$ cat config.mk
export PLATFORM = sky130hd
export DESIGN_NAME = spi_master_out
export DESIGN_NICKNAME = d
export VERILOG_FILES = /design/src/rtl/spi_pkg.sv /design/src/rtl/spi_half_period_timer.sv /design/src/rtl/spi_master_out.sv
export SDC_FILE = /design/constraint.sdc
export NUM_CORES = 1
export LEC_CHECK = 0
export BUFFER_PORTS_ARGS = -buffer_cell sky130_fd_sc_hd__buf_2
export CAP_MARGIN = 30
export CORE_AREA = 8 8 87 89
export DETAILED_ROUTE_END_ITERATION = 6
export DIE_AREA = 0 0 95 97
export GPL_TIMING_DRIVEN = 1
export REMOVE_ABC_BUFFERS = 1
export SETUP_SLACK_MARGIN = 0.3
export SLEW_MARGIN = 10
export SYNTH_ARGS = -nofsm -noshare
export SYNTH_HDL_FRONTEND = slang
export SYNTH_SLANG_ARGS = --single-unit
$ cat constraint.sdc
create_clock -name clk -period 2.8 [get_ports clk]
set_input_delay 0 -clock clk [delete_from_list [all_inputs] [get_ports clk]]
set_output_delay 0 -clock clk [all_outputs]
set_load 0.005 [all_outputs]
$ cat src/rtl/spi_pkg.sv
// Shared SPI link definitions: FSM states,
// line polarity and default word width.
package spi_pkg;

  typedef enum logic [2:0] {
    IDLE,
    SETUP,
    SCK_HI,
    SCK_LO,
    HOLD,
    DONE
  } state_t;

  // Link polarity shared with the slave: it stores !mosi.
  localparam logic MOSI_INVERT = 1'b1;

  localparam int DEF_BITS = 32;

  // Map a data bit to its level on the mosi wire.
  function automatic logic line_bit(input logic b);
    return b ^ MOSI_INVERT;
  endfunction

endpackage

$ cat src/rtl/spi_half_period_timer.sv
// SCK half-period divider: counts 0..CLK_DIV-1,
// ticks on the terminal count, held at 0 by clear.
module spi_half_period_timer #(
  parameter int CLK_DIV = 4
) (
  input  logic clk,
  input  logic reset,
  input  logic clear,
  output logic tick
);

  localparam int DW = $clog2(CLK_DIV);

  logic [DW-1:0] cnt;

  assign tick = (cnt == DW'(CLK_DIV - 1));

  // Free-run while active, wrap on tick, hold at 0 when cleared.
  always_ff @(posedge clk) begin
    if (reset || clear) begin
      cnt <= '0;
    end else if (tick) begin
      cnt <= '0;
    end else begin
      cnt <= cnt + 1'b1;
    end
  end

endmodule

$ cat src/rtl/spi_master_out.sv
// SPI master transmitter: MSB-first word on
// cs/sck/mosi with inverted mosi line polarity.
module spi_master_out
  import spi_pkg::*;
#(
  parameter int BITS    = DEF_BITS,
  parameter int CLK_DIV = 4
) (
  input  logic            clk,
  input  logic            reset,
  input  logic            start,
  input  logic [BITS-1:0] data_in,
  output logic            busy,
  output logic            done,
  output logic            cs,
  output logic            sck,
  output logic            mosi
);

  localparam int CW = $clog2(BITS + 1);
  localparam logic [CW-1:0] BITS_C = CW'(BITS);

  state_t          state, state_n;
  logic [BITS-1:0] sh, sh_n;
  logic [CW-1:0]   bit_cnt, bit_n;
  logic            cs_n, sck_n, mosi_n;
  logic            busy_n, done_n;
  logic            tick, clear;

  assign clear = (state == IDLE) || (state == DONE);

  spi_half_period_timer #(
    .CLK_DIV(CLK_DIV)
  ) u_timer (
    .clk  (clk),
    .reset(reset),
    .clear(clear),
    .tick (tick)
  );

  // State, shift register and registered outputs.
  always_ff @(posedge clk) begin
    if (reset) begin
      state   <= IDLE;
      sh      <= '0;
      bit_cnt <= '0;
      cs      <= 1'b1;
      sck     <= 1'b0;
      mosi    <= 1'b1;
      busy    <= 1'b0;
      done    <= 1'b0;
    end else begin
      state   <= state_n;
      sh      <= sh_n;
      bit_cnt <= bit_n;
      cs      <= cs_n;
      sck     <= sck_n;
      mosi    <= mosi_n;
      busy    <= busy_n;
      done    <= done_n;
    end
  end

  // Next state and next output values.
  always_comb begin
    state_n = state;
    sh_n    = sh;
    bit_n   = bit_cnt;
    cs_n    = cs;
    sck_n   = sck;
    mosi_n  = mosi;
    busy_n  = busy;
    done_n  = 1'b0;
    unique case (state)
      IDLE, DONE: begin
        if (start) begin
          state_n = SETUP;
          sh_n    = data_in;
          bit_n   = '0;
          cs_n    = 1'b0;
          sck_n   = 1'b0;
          mosi_n  = line_bit(data_in[BITS-1]);
          busy_n  = 1'b1;
        end else begin
          state_n = IDLE;
          cs_n    = 1'b1;
          sck_n   = 1'b0;
          mosi_n  = 1'b1;
          busy_n  = 1'b0;
        end
      end
      SETUP: begin
        if (tick) begin
          state_n = SCK_HI;
          sck_n   = 1'b1;
        end
      end
      SCK_HI: begin
        if (tick) begin
          state_n = SCK_LO;
          sck_n   = 1'b0;
        end
      end
      SCK_LO: begin
        if (tick) begin
          bit_n = bit_cnt + 1'b1;
          if (bit_n == BITS_C) begin
            state_n = HOLD;
          end else begin
            state_n = SCK_HI;
            sh_n    = sh << 1;
            mosi_n  = line_bit(sh[BITS-2]);
            sck_n   = 1'b1;
          end
        end
      end
      HOLD: begin
        if (tick) begin
          state_n = DONE;
          cs_n    = 1'b1;
          mosi_n  = 1'b1;
          done_n  = 1'b1;
          busy_n  = 1'b0;
        end
      end
      default: state_n = IDLE;
    endcase
  end

endmodule

==> results of run 1 <==
==> synth_stat cells (4+ instances only) <==
master / instances
sky130_fd_sc_hd__nor2_1: 12
sky130_fd_sc_hd__nand2_1: 69
sky130_fd_sc_hd__o21ai_0: 36
sky130_fd_sc_hd__clkbuf_1: 22
sky130_fd_sc_hd__a21oi_1: 42
sky130_fd_sc_hd__or3_1: 4
sky130_fd_sc_hd__a211o_1: 30
sky130_fd_sc_hd__nand3_1: 4
sky130_fd_sc_hd__dfxtp_1: 47
==> final cells by class <==
type	count	share of cell area, %
Tap cell	77	3.522
Multi-Input combinational cell	235	48.26
Clock buffer	5	2.516
Timing Repair Buffer	46	10.34
Clock inverter	3	0.6862
Inverter	2	0.2745
Sequential cell	47	34.40
==> per-stage QoR <==
stage          cells  area (sq um)  worst slack, ns
2_1_floorplan    284          2267          -0.4871
3_3_place_gp     405          2610           0.6066
3_5_place_dp     406          2638           0.5863
4_1_cts          415          2735           0.5688
5_1_grt          415          2735           0.3791
6_report         415          2735           0.5690
==> critical path, stage by stage, from the launching register on <==
cell	delay [ns]
sky130_fd_sc_hd__dfxtp_1	0.44
sky130_fd_sc_hd__nand3_2	0.15
sky130_fd_sc_hd__or3_1	0.44
sky130_fd_sc_hd__a2111oi_4	0.52
sky130_fd_sc_hd__buf_12	0.29
sky130_fd_sc_hd__a211o_1	0.13
sky130_fd_sc_hd__a21oi_1	0.06
==> cell usage in the layout (no fill, tap or decap), types with 2 or more instances in the layout <==
master | synthesis | routed
sky130_fd_sc_hd__nand3_1 | 4 | 4
sky130_fd_sc_hd__buf_4 | 1 | 4
sky130_fd_sc_hd__xnor2_1 | 2 | 2
sky130_fd_sc_hd__nor2_1 | 12 | 12
sky130_fd_sc_hd__a22oi_1 | 2 | 2
sky130_fd_sc_hd__nand2_1 | 69 | 69
sky130_fd_sc_hd__nor4b_1 | 2 | 2
sky130_fd_sc_hd__clkbuf_8 | 0 | 5
sky130_fd_sc_hd__and3_1 | 2 | 2
sky130_fd_sc_hd__clkinv_2 | 0 | 2
sky130_fd_sc_hd__nor3_1 | 2 | 2
sky130_fd_sc_hd__buf_2 | 3 | 39
sky130_fd_sc_hd__a211o_1 | 30 | 30
sky130_fd_sc_hd__ha_1 | 3 | 3
sky130_fd_sc_hd__o21ai_0 | 36 | 36
sky130_fd_sc_hd__nor2b_1 | 3 | 3
sky130_fd_sc_hd__o21ai_1 | 3 | 3
sky130_fd_sc_hd__dfxtp_1 | 47 | 47
sky130_fd_sc_hd__a21oi_1 | 42 | 42
sky130_fd_sc_hd__inv_1 | 2 | 2
sky130_fd_sc_hd__nand2b_1 | 3 | 3
sky130_fd_sc_hd__or3_1 | 4 | 4
==> cell families after synthesis <==
| family | share of synthesized area (%) |
|---|---|
| AO/OA/AOI/OAI | 32.60 |
| AND/OR/NAND/NOR | 19.92 |
| flip-flops | 39.41 |
| buffers and inverters | 5.346 |
| adder cells (fa/ha/maj) | 1.572 |
| XOR/XNOR | 0.7339 |
| multiplexers | 0.4193 |
==> flip-flops by register name, indices dropped and copies added (netlist names) <==
register,flops
cs,1
done,1
sh,31
state,3
busy,1
u_timer.cnt,2
mosi,1
sck,1
bit_cnt,6
==> timing repair <==
item / in CTS / in global routing
hold buffers: 1 / 0
hold endpoints to repair: 1 / 0
resized for setup: 0 / 0
setup endpoints to repair: 0 / 0
==> worst paths after layout <==
| check | to | startpoint | slack, ns |
|---|---|---|---|
| setup / recovery | sh[16] | bit_cnt[2] | 0.57 |
| hold / removal | sh[26] | data_in[26] | 0.04 |
| setup reg to reg | sh[16] | bit_cnt[2] | 0.57 |
| hold reg to reg | u_timer.cnt[0] | u_timer.cnt[0] | 0.44 |
==> metal layers <==
| layer | global-route usage, % | up-vias |
|---|---|---|
| li1 | - | 1155 |
| met1 | 15.35 | 1033 |
| met5 | 0 | - |
| met3 | 2.473 | 4 |
| met4 | 3.606 | 0 |
| met2 | 20.56 | 37 |
==> power by group <==
| group | internal [W] | switching, W | leakage [nW] |
|---|---|---|---|
| Clock | 0.000176 | 0.000230 | 0.0483 |
| Combinational | 0.0000752 | 0.0000781 | 0.647 |
| Sequential | 0.000703 | 0.0000174 | 0.385 |
==> results_dict.tcl, run 1 <==
set metrics [dict create \
    first_pass_iters 4 \
    grt_pass1_vias 2111 \
    clk_pin_slew_worst_paths_ns 0.09 \
    route.final.wire_length_um 5610 \
    initialDrtViolationCount 181 \
    detail_route.wirelength.met1_um 2646 \
    drc 0 \
    cap_viol_max_count 0 \
    multi_input_area_sq_um 1320 \
    cts_buffers 5 \
    io-pin-count 40 \
    worst_hold_slack_ns 0.04480 \
    routed.top_layer "met4" \
    post_synth_num_cell_types 37 \
    layout.filler_cells 647 \
    initial_core_util_pct 38.48 \
    worst_slew_pin_slew_ns 0.9146 \
    worst-endpoint-arrival_ns 2.37 \
    slew-limit-headroom_pct 39.03 \
    ys_async_sr_fraction_pct 0 \
    worst-setup-path-type "flop to flop" \
    weighted_congestion_at_the_end_of_routability_driven_global_placement 0.7589 \
    num_vias 2229 \
    critical_path.endpoint_type "flop" \
    final-max-slew-violation-count 0 \
    synth_edf_count 0 \
    worstSkewPairLatency_ns 0.30 \
    final.setup_skew_ns 0.009424 \
    timing.final.setup_violations 0 \
    synth.avg_cell_area_sq_um 7.627 \
    cellPowerDensity_nw_per_um2 467.8 \
    max-clock-path-buffers 2 \
    sequential_cell_area_sq_um 940.9 \
    netlist_instances 313 \
    synth_ff_type "sky130_fd_sc_hd__dfxtp_1" \
    nNetsFinal 375 \
    p_leak_nw 1.080 \
    synth-seq-cells 47 \
    reg2reg_depth 6 \
    min_delay_path_depth 4 \
    timing.fmax_mhz 448.2 \
    cts_tree "yes" \
    grt_antenna_before_repair 0 \
    syn-cell-area_sq_um 2387 \
    finalCriticalPeriod_ns 2.231 \
    grt_pass1_wl_um 9591 \
    grt_overflow 0 \
    timing.critical_path.from_type "flop" \
    layout-area-overhead-vs-synth_pct 14.57 \
    die_x_um 95 \
    n_antenna_cell 0 \
    ir_worst_vdd_mv 0.2486 \
    design_power_total_w 0.001279 \
    postLayoutCoreUtil_pct 44.08 \
    layout_worst_path_cycle_share_pct 79.68 \
    die_height_um 97 \
    routed-wl-met3_um 233 \
    run_status "complete, no violations" \
    clk_root_buffer_cell "sky130_fd_sc_hd__clkbuf_8" \
    layout-drive-gt1-share_pct 16.86 \
    tritoncts_num_sinks 47 \
    synth_top_area_share_pct 39.41 \
    ys.warnings.count 0 \
    rsz_0062_raised_after_global_routing "false" \
    netlist_top_cells_area "sky130_fd_sc_hd__dfxtp_1 39%, sky130_fd_sc_hd__a211o_1 11%, sky130_fd_sc_hd__nand2_1 11%" \
    dpl_hpwl_um 3554 \
    wl_per_cell_um 13.52 \
    setup_total_negative_slack_ns 0 \
    routed_via_density 5.371 \
    ant_nets 0 \
    synth-seq-area-share_pct 39.41 \
    synth.largest_area_cell "sky130_fd_sc_hd__dfxtp_1" \
    post-cts-setup-buffer-count 0 \
    type_of_the_most_critical_hold_path "primary input to flop" \
    coreArea_sq_um 6205 \
    timing.critical_path.fanout_max 61 \
    cp_data_required_time_ns 2.94 \
    htree_levels 2 \
    die_area_sq_um 9215 \
    port_buffers 39 \
    rows 29 \
    wl_met2_um 2666 \
    final-hold-violation-count 0 \
    groute.usage.overall_pct 12.31 \
    pin_count_of_the_biggest_net_entering_global_routing 62 \
]
(Power assumes the default switching activity.)
==> run 2, diff against run 1 <==
Clock period 2.8 ns to 2.3 ns, I/O delays scaled along.
==> run 2 against run 1 <==
First-iteration DRC count fell by 17%. Utilization rose by 5.3 points. Critical path type unchanged. Clock power rose by 28%. Register-to-register slack got worse by 0.27 ns. Wire length rose by 17%.
==> results_dict.tcl, run 2 (synthesis results as in run 1) <==
set metrics [dict create \
    route.final.wire_length_um 6539 \
    drc 0 \
    proportion_of_power_drawn_by_combinational_gates_pct 12.2 \
    ant_nets 0 \
    r2r_start "bit_cnt[1]" \
    rsz_0062_raised_after_global_routing "true" \
    grt_overflow 0 \
    num_vias 2379 \
    htree_levels 2 \
    run_status "complete, no violations" \
    crit_path_max_incr_delay_ns 0.39 \
    worstSkewPairLatency_ns 0.31 \
    final-hold-violation-count 0 \
    type_of_the_most_critical_hold_path "primary input to flop" \
    internal-power_w 0.001160 \
    design_power_total_w 0.001584 \
    grt_antenna_before_repair 0 \
    final-max-slew-violation-count 0 \
    initialDrtViolationCount 151 \
    layout-drive-gt1-share_pct 25.84 \
    layout.filler_cells 616 \
    cell_with_the_biggest_individual_delay_on_the_critical_path "sky130_fd_sc_hd__dfxtp_4" \
    cp_cell_sequence "ha_4, nor4b_4, a41oi_2, a2111oi_4, buf_6, buf_12, a211o_1, a21oi_1" \
    cts_buffers 5 \
    layout_common_cells "68 x sky130_fd_sc_hd__nand2_1, 42 x sky130_fd_sc_hd__a21oi_1, 41 x sky130_fd_sc_hd__dfxtp_1, 39 x sky130_fd_sc_hd__buf_2, 33 x sky130_fd_sc_hd__o21ai_0" \
    cap_viol_max_count 0 \
    worst_slew_pin_slew_ns 0.9032 \
    cts_tree "yes" \
    power_switching_share_pct 26.72 \
    wl_per_cell_um 15.10 \
    p_leak_nw 1.204 \
    dpl_hpwl_um 3489 \
    critical_path.endpoint_type "flop" \
    share_clk_of_total_power_pct 32.9 \
    most_common_library_cell_in_the_layout_ignoring_fill_and_taps "sky130_fd_sc_hd__nand2_1" \
    nNetsFinal 393 \
    largestRegisters "sh: 31 flops, bit_cnt: 6 flops, state: 3 flops" \
    first_pass_iters 4 \
    worst-setup-path-type "flop to flop" \
    die_x_um 95 \
    timing.hold.worst.start "start" \
    layout-area-overhead-vs-synth_pct 28.30 \
    ir_worst_vdd_mv 0.2970 \
    finalCriticalPeriod_ns 1.999 \
    port_buffers 39 \
    clk_pin_slew_worst_paths_ns 0.10 \
    cellPowerDensity_nw_per_um2 517.0 \
    clk_root_buffer_cell "sky130_fd_sc_hd__clkbuf_8" \
    largest_register_ff_count 31 \
    register_to_register_path_setup_slack_ns 0.30 \
    sequential_cell_area_sq_um 960.9 \
    routed_via_density 5.494 \
    postLayoutCoreUtil_pct 49.36 \
    rows 29 \
    n_antenna_cell 0 \
    io-pin-count 40 \
    pin_count_of_the_biggest_net_entering_global_routing 53 \
    cp_data_required_time_ns 2.46 \
    grt_pass1_wl_um 10650 \
    layout_worst_path_cycle_share_pct 86.89 \
    initial_core_util_pct 38.48 \
    slew-limit-headroom_pct 39.79 \
    grt_pass1_vias 2382 \
    tritoncts_num_sinks 47 \
    multi_input_area_sq_um 1410 \
    die_height_um 97 \
    startpoint "bit_cnt[1]" \
    seq_power_share_pct 54.8 \
    die_area_sq_um 9215 \
    worst_hold_slack_ns 0.02540 \
    weighted_congestion_at_the_end_of_routability_driven_global_placement 0.8542 \
    largest_register "sh" \
    worst-endpoint-arrival_ns 2.16 \
    coreArea_sq_um 6205 \
    stdcell_count 433 \
    max-clock-path-buffers 2 \
    final.setup_skew_ns 0.01214 \
    timing.final.setup_violations 0 \
    netSwitchingPower_w 0.0004232 \
    timing.critical_path.fanout_max 31 \
    timing.fmax_mhz 500.4 \
    groute.usage.overall_pct 13.73 \
    numPlacedInstances 408 \
    timing.critical_path.from_type "flop" \
]
run 2: cell types whose count changed in the layout (fill, tap and decap cells not counted), sizes merged:
cell      change
clkinvlp      +2
clkinv        -2
buf          +17
clkbuf        +1
run 2: cell type report:
| cell class | count | share of cell area [%] |
|---|---|---|
| inverters | 2 | 0.2451 |
| repair buffers | 64 | 16.18 |
| clock buffers | 5 | 2.247 |
| flip-flops and latches | 47 | 31.37 |
| multi-input cells | 235 | 46.04 |
| clock inverters | 3 | 0.7761 |
| well taps | 77 | 3.145 |
run 2: path summary, 6_finish.rpt:
kind	depth (start not counted)	to
setup / recovery	8	sh[8]
hold / removal	3	busy
setup reg to reg	8	sh[8]
hold reg to reg	1	u_timer.cnt[0]
run 2: per-layer routing:
metal  share of wire (%)  GRT usage (%)  up-vias
li1                    -              -     1188
met1                  46          17.13     1138
met2                  49          23.07       42
met3                 3.0          2.396       11
met4                 1.9          4.207        0
met5                   0              0        -
run 2: through the flow:
stage	cell area [sq um]	setup TNS (ns)	setup slack, ns
2_1_floorplan	2267	-30.39	-0.9871
3_3_place_gp	2645	0	0.1785
3_5_place_dp	2645	0	0.1116
4_1_cts	2949	0	0.2685
5_1_grt	3063	0	0.2096
6_report	3063	0	0.3015
run 2: critical path: cells and delay by family, from the launching register on:
kind | cells | cell delay (ns)
compound gates | 4 | 0.65
flops | 1 | 0.39
buf+inv | 2 | 0.38
simple gates | 1 | 0.22
fa+ha+maj | 1 | 0.19
run 2: power groups by stage:
stage | clock network [W] | registers, W | logic (W)
2_1_floorplan | 0 | 0.000891 | 0.000109
3_5_place_dp | 0 | 0.000892 | 0.000189
4_1_cts | 0.000539 | 0.000868 | 0.000191
3_3_place_gp | 0 | 0.000891 | 0.000187
5_1_grt | 0.000566 | 0.000874 | 0.000219
6_report | 0.000521 | 0.000869 | 0.000194
run 2: repair_timing:
item	4_1_cts	5_1_grt
buffers inserted	9	3
hold endpoints to repair	1	0
setup endpoints to repair	32	34
gates resized for setup	23	15
cloned	3	1
hold buffers	1	0
pin swaps	5	9
